[config.mk]
export PLATFORM = sky130hd
export DESIGN_NAME = multicycle_controller
export DESIGN_NICKNAME = d
export VERILOG_FILES = /design/src/rtl/multicycle_controller.sv
export SDC_FILE = /design/constraint.sdc
export NUM_CORES = 1
export LEC_CHECK = 0
export CAP_MARGIN = 20
export CORE_ASPECT_RATIO = 1.75
export CORE_MARGIN = 2
export CORE_UTILIZATION = 35
export CTS_BUF_LIST = sky130_fd_sc_hd__clkbuf_8
export DETAILED_ROUTE_END_ITERATION = 8
export GPL_TIMING_DRIVEN = 1
export RECOVER_POWER = 50
export SLEW_MARGIN = 20
export SYNTH_ARGS = -nofsm -noshare
export SYNTH_HDL_FRONTEND = slang
export SYNTH_SLANG_ARGS = --single-unit
[constraint.sdc]
create_clock -name clk -period 2.66 [get_ports clk]
set_input_delay 0.532 -clock clk [delete_from_list [all_inputs] [get_ports clk]]
set_output_delay 0.532 -clock clk [all_outputs]
set_load 0.03 [all_outputs]
[src/rtl/multicycle_controller.sv]
// Main control FSM and ALU decoder for the multicycle RV32I core.
// Define MULTICYCLE_ILLEGAL_TRAP_EN to trap unknown opcodes in a sticky HALT state.
module multicycle_controller #(
  parameter int INSTRET_W = 32
) (
  input  logic                 clk,
  input  logic                 reset,
  input  logic [6:0]           op,
  input  logic [2:0]           funct3,
  input  logic                 funct7b5,
  input  logic                 Zero,
  input  logic                 mem_ready,
  output logic                 mem_req,
  output logic                 PCWrite,
  output logic                 AdrSrc,
  output logic                 MemWrite,
  output logic                 IRWrite,
  output logic [1:0]           ResultSrc,
  output logic [1:0]           ALUSrcA,
  output logic [1:0]           ALUSrcB,
  output logic [1:0]           ImmSrc,
  output logic                 RegWrite,
  output logic [2:0]           ALUControl,
  output logic [INSTRET_W-1:0] instret,
  output logic                 illegal_op
);

  typedef enum logic [3:0] {
    FETCH, DECODE, MEMADR, MEMREAD, MEMWB, MEMWRITE,
    EXECR, EXECI, ALUWB, BEQ, JAL, HALT
  } state_t;

  localparam logic [6:0] OP_LW   = 7'b0000011;
  localparam logic [6:0] OP_SW   = 7'b0100011;
  localparam logic [6:0] OP_R    = 7'b0110011;
  localparam logic [6:0] OP_I    = 7'b0010011;
  localparam logic [6:0] OP_BEQ  = 7'b1100011;
  localparam logic [6:0] OP_JAL  = 7'b1101111;

  state_t     state, state_next;
  logic [1:0] alu_op;
  logic       mem_req_c, pc_write_c, mem_write_c, ir_write_c, reg_write_c;
  logic       retire;

  // NOTE: sequential state uses non-blocking assignments so every flop samples pre-edge values.
  always_ff @(posedge clk or posedge reset) begin
    if (reset) begin
      state   <= FETCH;
      instret <= '0;
    end else begin
      state <= state_next;
      if (retire) instret <= instret + INSTRET_W'(1);
    end
  end

  // NOTE: every signal gets a default first so no path through the case infers a latch.
  always_comb begin
    state_next  = state;
    mem_req_c   = 1'b0;
    pc_write_c  = 1'b0;
    mem_write_c = 1'b0;
    ir_write_c  = 1'b0;
    reg_write_c = 1'b0;
    AdrSrc      = 1'b0;
    ResultSrc   = 2'b00;
    ALUSrcA     = 2'b00;
    ALUSrcB     = 2'b00;
    alu_op      = 2'b00;
    unique case (state)
      FETCH: begin
        mem_req_c  = 1'b1;
        ALUSrcB    = 2'b10;
        ResultSrc  = 2'b10;
        ir_write_c = mem_ready;
        pc_write_c = mem_ready;
        if (mem_ready) state_next = DECODE;
      end
      DECODE: begin
        // Branch target (OldPC + imm) is precomputed here while the opcode is decoded.
        ALUSrcA = 2'b01;
        ALUSrcB = 2'b01;
        unique case (op)
          OP_LW, OP_SW: state_next = MEMADR;
          OP_R:         state_next = EXECR;
          OP_I:         state_next = EXECI;
          OP_BEQ:       state_next = BEQ;
          OP_JAL:       state_next = JAL;
`ifdef MULTICYCLE_ILLEGAL_TRAP_EN
          default:      state_next = HALT;
`else
          default:      state_next = FETCH;
`endif
        endcase
      end
      MEMADR: begin
        ALUSrcA    = 2'b10;
        ALUSrcB    = 2'b01;
        state_next = op[5] ? MEMWRITE : MEMREAD;
      end
      MEMREAD: begin
        mem_req_c = 1'b1;
        AdrSrc    = 1'b1;
        if (mem_ready) state_next = MEMWB;
      end
      MEMWB: begin
        ResultSrc   = 2'b01;
        reg_write_c = 1'b1;
        state_next  = FETCH;
      end
      MEMWRITE: begin
        mem_req_c   = 1'b1;
        AdrSrc      = 1'b1;
        mem_write_c = 1'b1;
        if (mem_ready) state_next = FETCH;
      end
      EXECR: begin
        ALUSrcA    = 2'b10;
        alu_op     = 2'b10;
        state_next = ALUWB;
      end
      EXECI: begin
        ALUSrcA    = 2'b10;
        ALUSrcB    = 2'b01;
        alu_op     = 2'b10;
        state_next = ALUWB;
      end
      ALUWB: begin
        reg_write_c = 1'b1;
        state_next  = FETCH;
      end
      BEQ: begin
        ALUSrcA    = 2'b10;
        alu_op     = 2'b01;
        pc_write_c = Zero;
        state_next = FETCH;
      end
      JAL: begin
        ALUSrcA    = 2'b01;
        ALUSrcB    = 2'b10;
        pc_write_c = 1'b1;
        state_next = ALUWB;
      end
      HALT:    state_next = HALT;
      default: state_next = FETCH;
    endcase
  end

  // jal retires once, through its ALUWB step.
  assign retire = (state_next == FETCH) &&
                  (state == MEMWB || state == MEMWRITE || state == ALUWB || state == BEQ);

  always_comb begin
    ALUControl = 3'b000;
    unique case (alu_op)
      2'b01: ALUControl = 3'b001;
      2'b10: begin
        unique case (funct3)
          3'b000:  ALUControl = (op[5] & funct7b5) ? 3'b001 : 3'b000;
          3'b010:  ALUControl = 3'b101;
          3'b110:  ALUControl = 3'b011;
          3'b111:  ALUControl = 3'b010;
          default: ALUControl = 3'b000;
        endcase
      end
      default: ALUControl = 3'b000;
    endcase
  end

  always_comb begin
    unique case (op)
      OP_SW:   ImmSrc = 2'b01;
      OP_BEQ:  ImmSrc = 2'b10;
      OP_JAL:  ImmSrc = 2'b11;
      default: ImmSrc = 2'b00;
    endcase
  end

  // Enables are masked while reset is held so nothing is written mid-reset.
  assign mem_req  = mem_req_c   & ~reset;
  assign PCWrite  = pc_write_c  & ~reset;
  assign MemWrite = mem_write_c & ~reset;
  assign IRWrite  = ir_write_c  & ~reset;
  assign RegWrite = reg_write_c & ~reset;

`ifdef MULTICYCLE_ILLEGAL_TRAP_EN
  assign illegal_op = (state == HALT);
`else
  assign illegal_op = 1'b0;
`endif

endmodule

==> results by group <==
Timing
  – Minimum clock period: 2.55 ns
  – Max Slew Vio Count: 0
  – Hold WS: 0.463 ns
  – Clk_skew: 0.00699 ns
  – Final setup TNS: 0 ns
  – Max Fclk: 0.392 GHz
  – Max_slew headroom: 39.1%
  – Fin crit share: 95.9%
  – Final Hold Fails: 0
  – Final setup fails: 0
  – RSZ-0062 raised after global routing: false
  – Tightest Pin Transition: 0.913 ns

Cells and area
  – Nets: 304
  – Commonest non-fill, non-tap cell in the layout: clkdlybuf4s50_1
  – P&R area growth vs syn: 36.3%
  – Sequential Area: 906 µm²
  – Share of layout cells above drive strength 1: 16.0%
  – Most frequent cells in the layout: 40 x clkdlybuf4s50_1, 32 x dfrtp_1, 21 x xnor2_1
  – Fin cells: 367
  – N_diodes: 0
  – # fillers: 609
  – Area of the multi-input gates: 1170 µm²

Synth
  – Netlist cell types: 49
  – Yosys top cell area share: 41.6%
  – Yosys top cell by area: dfrtp_1
  – Warnings, synthesis: 0
  – EDFF count, synth: 0
  – Ys flop type: dfrtp_1
  – Register area share after synthesis: 41.6%
  – Cell Area, Synth: 2170 µm²
  – Asr flop ratio synth: 100%
  – Cells after synthesis: 216
  – Mapped Nets: 234
  – Avg Inst Size Synth: 10.0 µm²
  – Seq cells post-synth: 36
  – Synth top area cells: dfrtp_1 42%, xnor2_1 8.5%, xor2_1 4.8%, and3_1 3.8%, nor2_1 2.8%

Global route
  – Initial antenna violation count: 0
  – Maximum number of pins on one net before global-route repair: 37
  – Tot GR Track Use: 15.8%
  – First-pass GRT wire length: 8560 µm
  – Congestion Overflow GR: 0
  – Vias in the first global route: 1826

CTS
  – Num CTS Buffers: 5
  – Hold_buf cts: 0
  – CTS tree: done
  – Worst-Skew Late Latency: 0.29 ns
  – Total setup buffers inserted after CTS: 0
  – CTS Root Cell: clkbuf_8
  – Sink Count: 36
  – H-Tree Level Count: 2
  – Clock Tree Buf Depth: 2
  – Worst-path clk slew: 0.07 ns

Place
  – Placed cells: 359
  – # port buffers: 63
  – Routability congestion estimate: 0.826
  – DP HPWL: 4040 µm

Power and ir drop
  – Internal Power: 882 µW
  – Net Sw Frac: 31.3%
  – Comb pwr share: 22.1%
  – Sequential power share: 47.7%
  – Cell leakage power: 1.35 nW
  – Cell Pwr Density: 435 nW/µm²
  – Switch Pwr: 403 µW
  – Clock power frac: 30.1%
  – VDD IR-drop max: 0.172 mV

Worst setup path
  – CP delay by family, top: buffers and inverters
  – CP startpoint kind: input pin
  – CP max-delay cell: clkdlybuf4s50_1
  – CP Cell Sequence: dlygate4sd3_1 -> nor3_1 -> clkdlybuf4s50_1
  – CP Buf/Inv Count: 2
  – Worst path max stage delay: 0.70 ns
  – Setup CP Type: in2out
  – Crit Path Max Fanout: 4
  – WP data required: 2.13 ns
  – Critical path data arrival time: 2.02 ns
  – CP endpoint kind: output port

Floorplanning
  – I/O Pins: 65
  – Initial cell density of the core: 35.6%
  – Die area: 6860 µm²
  – Core Area: 6090 µm²
  – Die height: 108 µm
  – Row cnt: 38
  – Die W: 63.5 µm

Routing
  – DR iter-0 viols: 48
  – Via count: 1815
  – TritonRoute pass-1 iters: 4
  – Mean routed wirelength per cell: 14.0 µm
  – Avg Vias per Cell: 4.95
  – Antenna-violating nets left: 0
  – DRC viols: 0
  – Detailed Route WL: 5160 µm

Run
  – Max cap viols: 0

Worst hold path
  – Worst min path class: reg2reg

Outcome
  – Status: finished clean
## flip-flops by register name (all words and copies together), names as in the netlist
name     cells
instret     32
state        4
## logic make-up (layout without fill, tap and decap cells)
| group | count (synthesis) | count (layout) | share of synthesized area [%] |
|---|---|---|---|
| simple gates | 105 | 105 | 31.3 |
| flops | 36 | 36 | 41.6 |
| xor+xnor | 35 | 35 | 14.8 |
| compound gates | 19 | 19 | 6.18 |
| buf+inv | 16 | 87 | 3.69 |
| fa+ha+maj | 3 | 3 | 1.73 |
| other cells | 1 | 1 | 0.173 |
| mux | 1 | 1 | 0.520 |
## final cells by class
class	instances	area share [%]
inverter	9	1.14
clock inverter	3	0.635
timing repair buffer	70	22.2
sequential	36	30.7
tap	80	3.39
clock buffer	5	2.33
multi-input combinational	164	39.7
## path summary, 6_finish.rpt
path | start | endpoint | slack, ns | cells past startpoint
min in group asynchronous | reset | instret[13]$_DFFE_PP0P_ | 1.13 | 3
max in group asynchronous | reset | state[1]$_DFF_PP0_ | 0.90 | 3
hold / removal | instret[31]$_DFFE_PP0P_ | instret[31]$_DFFE_PP0P_ | 0.46 | 1
setup / recovery | reset | MemWrite | 0.11 | 3
setup reg to reg | state[2]$_DFF_PP0_ | instret[20]$_DFFE_PP0P_ | 0.63 | 6
hold reg to reg | instret[31]$_DFFE_PP0P_ | instret[31]$_DFFE_PP0P_ | 0.46 | 1
## worst register-to-register path, stage by stage, from the launching register on
cell and delay [ns]:
dfrtp_2 0.51, and2b_2 0.27, a21oi_1 0.45, and4b_1 0.33
buf_4 0.19, nand4_4 0.10, xnor2_2 0.11
## Yosys cell counts, types with 2 or more instances
cell / n
and4_1: 2
nor3b_1: 2
xnor2_2: 2
a21oi_1: 4
nand4_1: 5
nor3b_2: 2
nand3_1: 8
clkbuf_1: 2
nor2_1: 16
ha_1: 3
o22ai_1: 3
dfrtp_1: 36
and2b_1: 2
nor2b_1: 6
o21ai_0: 4
nand3_2: 3
nor3_2: 3
nand2_1: 14
and3_1: 13
nand4_4: 2
nor3_1: 7
nand2b_1: 6
inv_1: 8
nor4_1: 4
buf_4: 2
xor2_1: 12
and2_1: 2
xnor2_1: 21
o31a_1: 2
## metal layers
| layer | wire length (µm) | GRT usage (%) | share of wire [%] | up-vias |
|---|---|---|---|---|
| met4 | 105 | 6.68 | 2.0 | 0 |
| met1 | 1900 | 16.6 | 37 | 867 |
| met2 | 2950 | 30.4 | 57 | 51 |
| li1 | - | - | - | 888 |
| met3 | 195 | 2.60 | 3.8 | 9 |
| met5 | 0 | 0 | 0 | - |
## metrics by stage
step | utilization [%] | instance area, µm² | setup slack, ns | power [mW]
3_5_place_dp | 47.6 | 2890 | 0.220 | 0.915
3_3_place_gp | 47.6 | 2890 | 0.246 | 0.915
6_report | 48.5 | 2950 | 0.108 | 1.29
4_1_cts | 49.0 | 2980 | 0.0253 | 1.31
2_1_floorplan | - | 2180 | 0.151 | 0.785
5_1_grt | 48.5 | 2950 | 0.0289 | 1.35
## power by group through the flow
stage	logic, mW	clock network [mW]	registers [mW]
floorplan	0.133	0	0.652
global placement	0.291	0	0.624
detailed placement	0.292	0	0.623
CTS	0.293	0.406	0.614
global route	0.306	0.424	0.621
finish	0.284	0.387	0.613
## repair_timing
action	in CTS	in global routing
hold endpoints to repair	0	0
cloned	0	0
endpoints found under the setup margin	2	4
pin swaps	0	0
gates resized for setup	2	3
(Power assumes the default switching activity.)
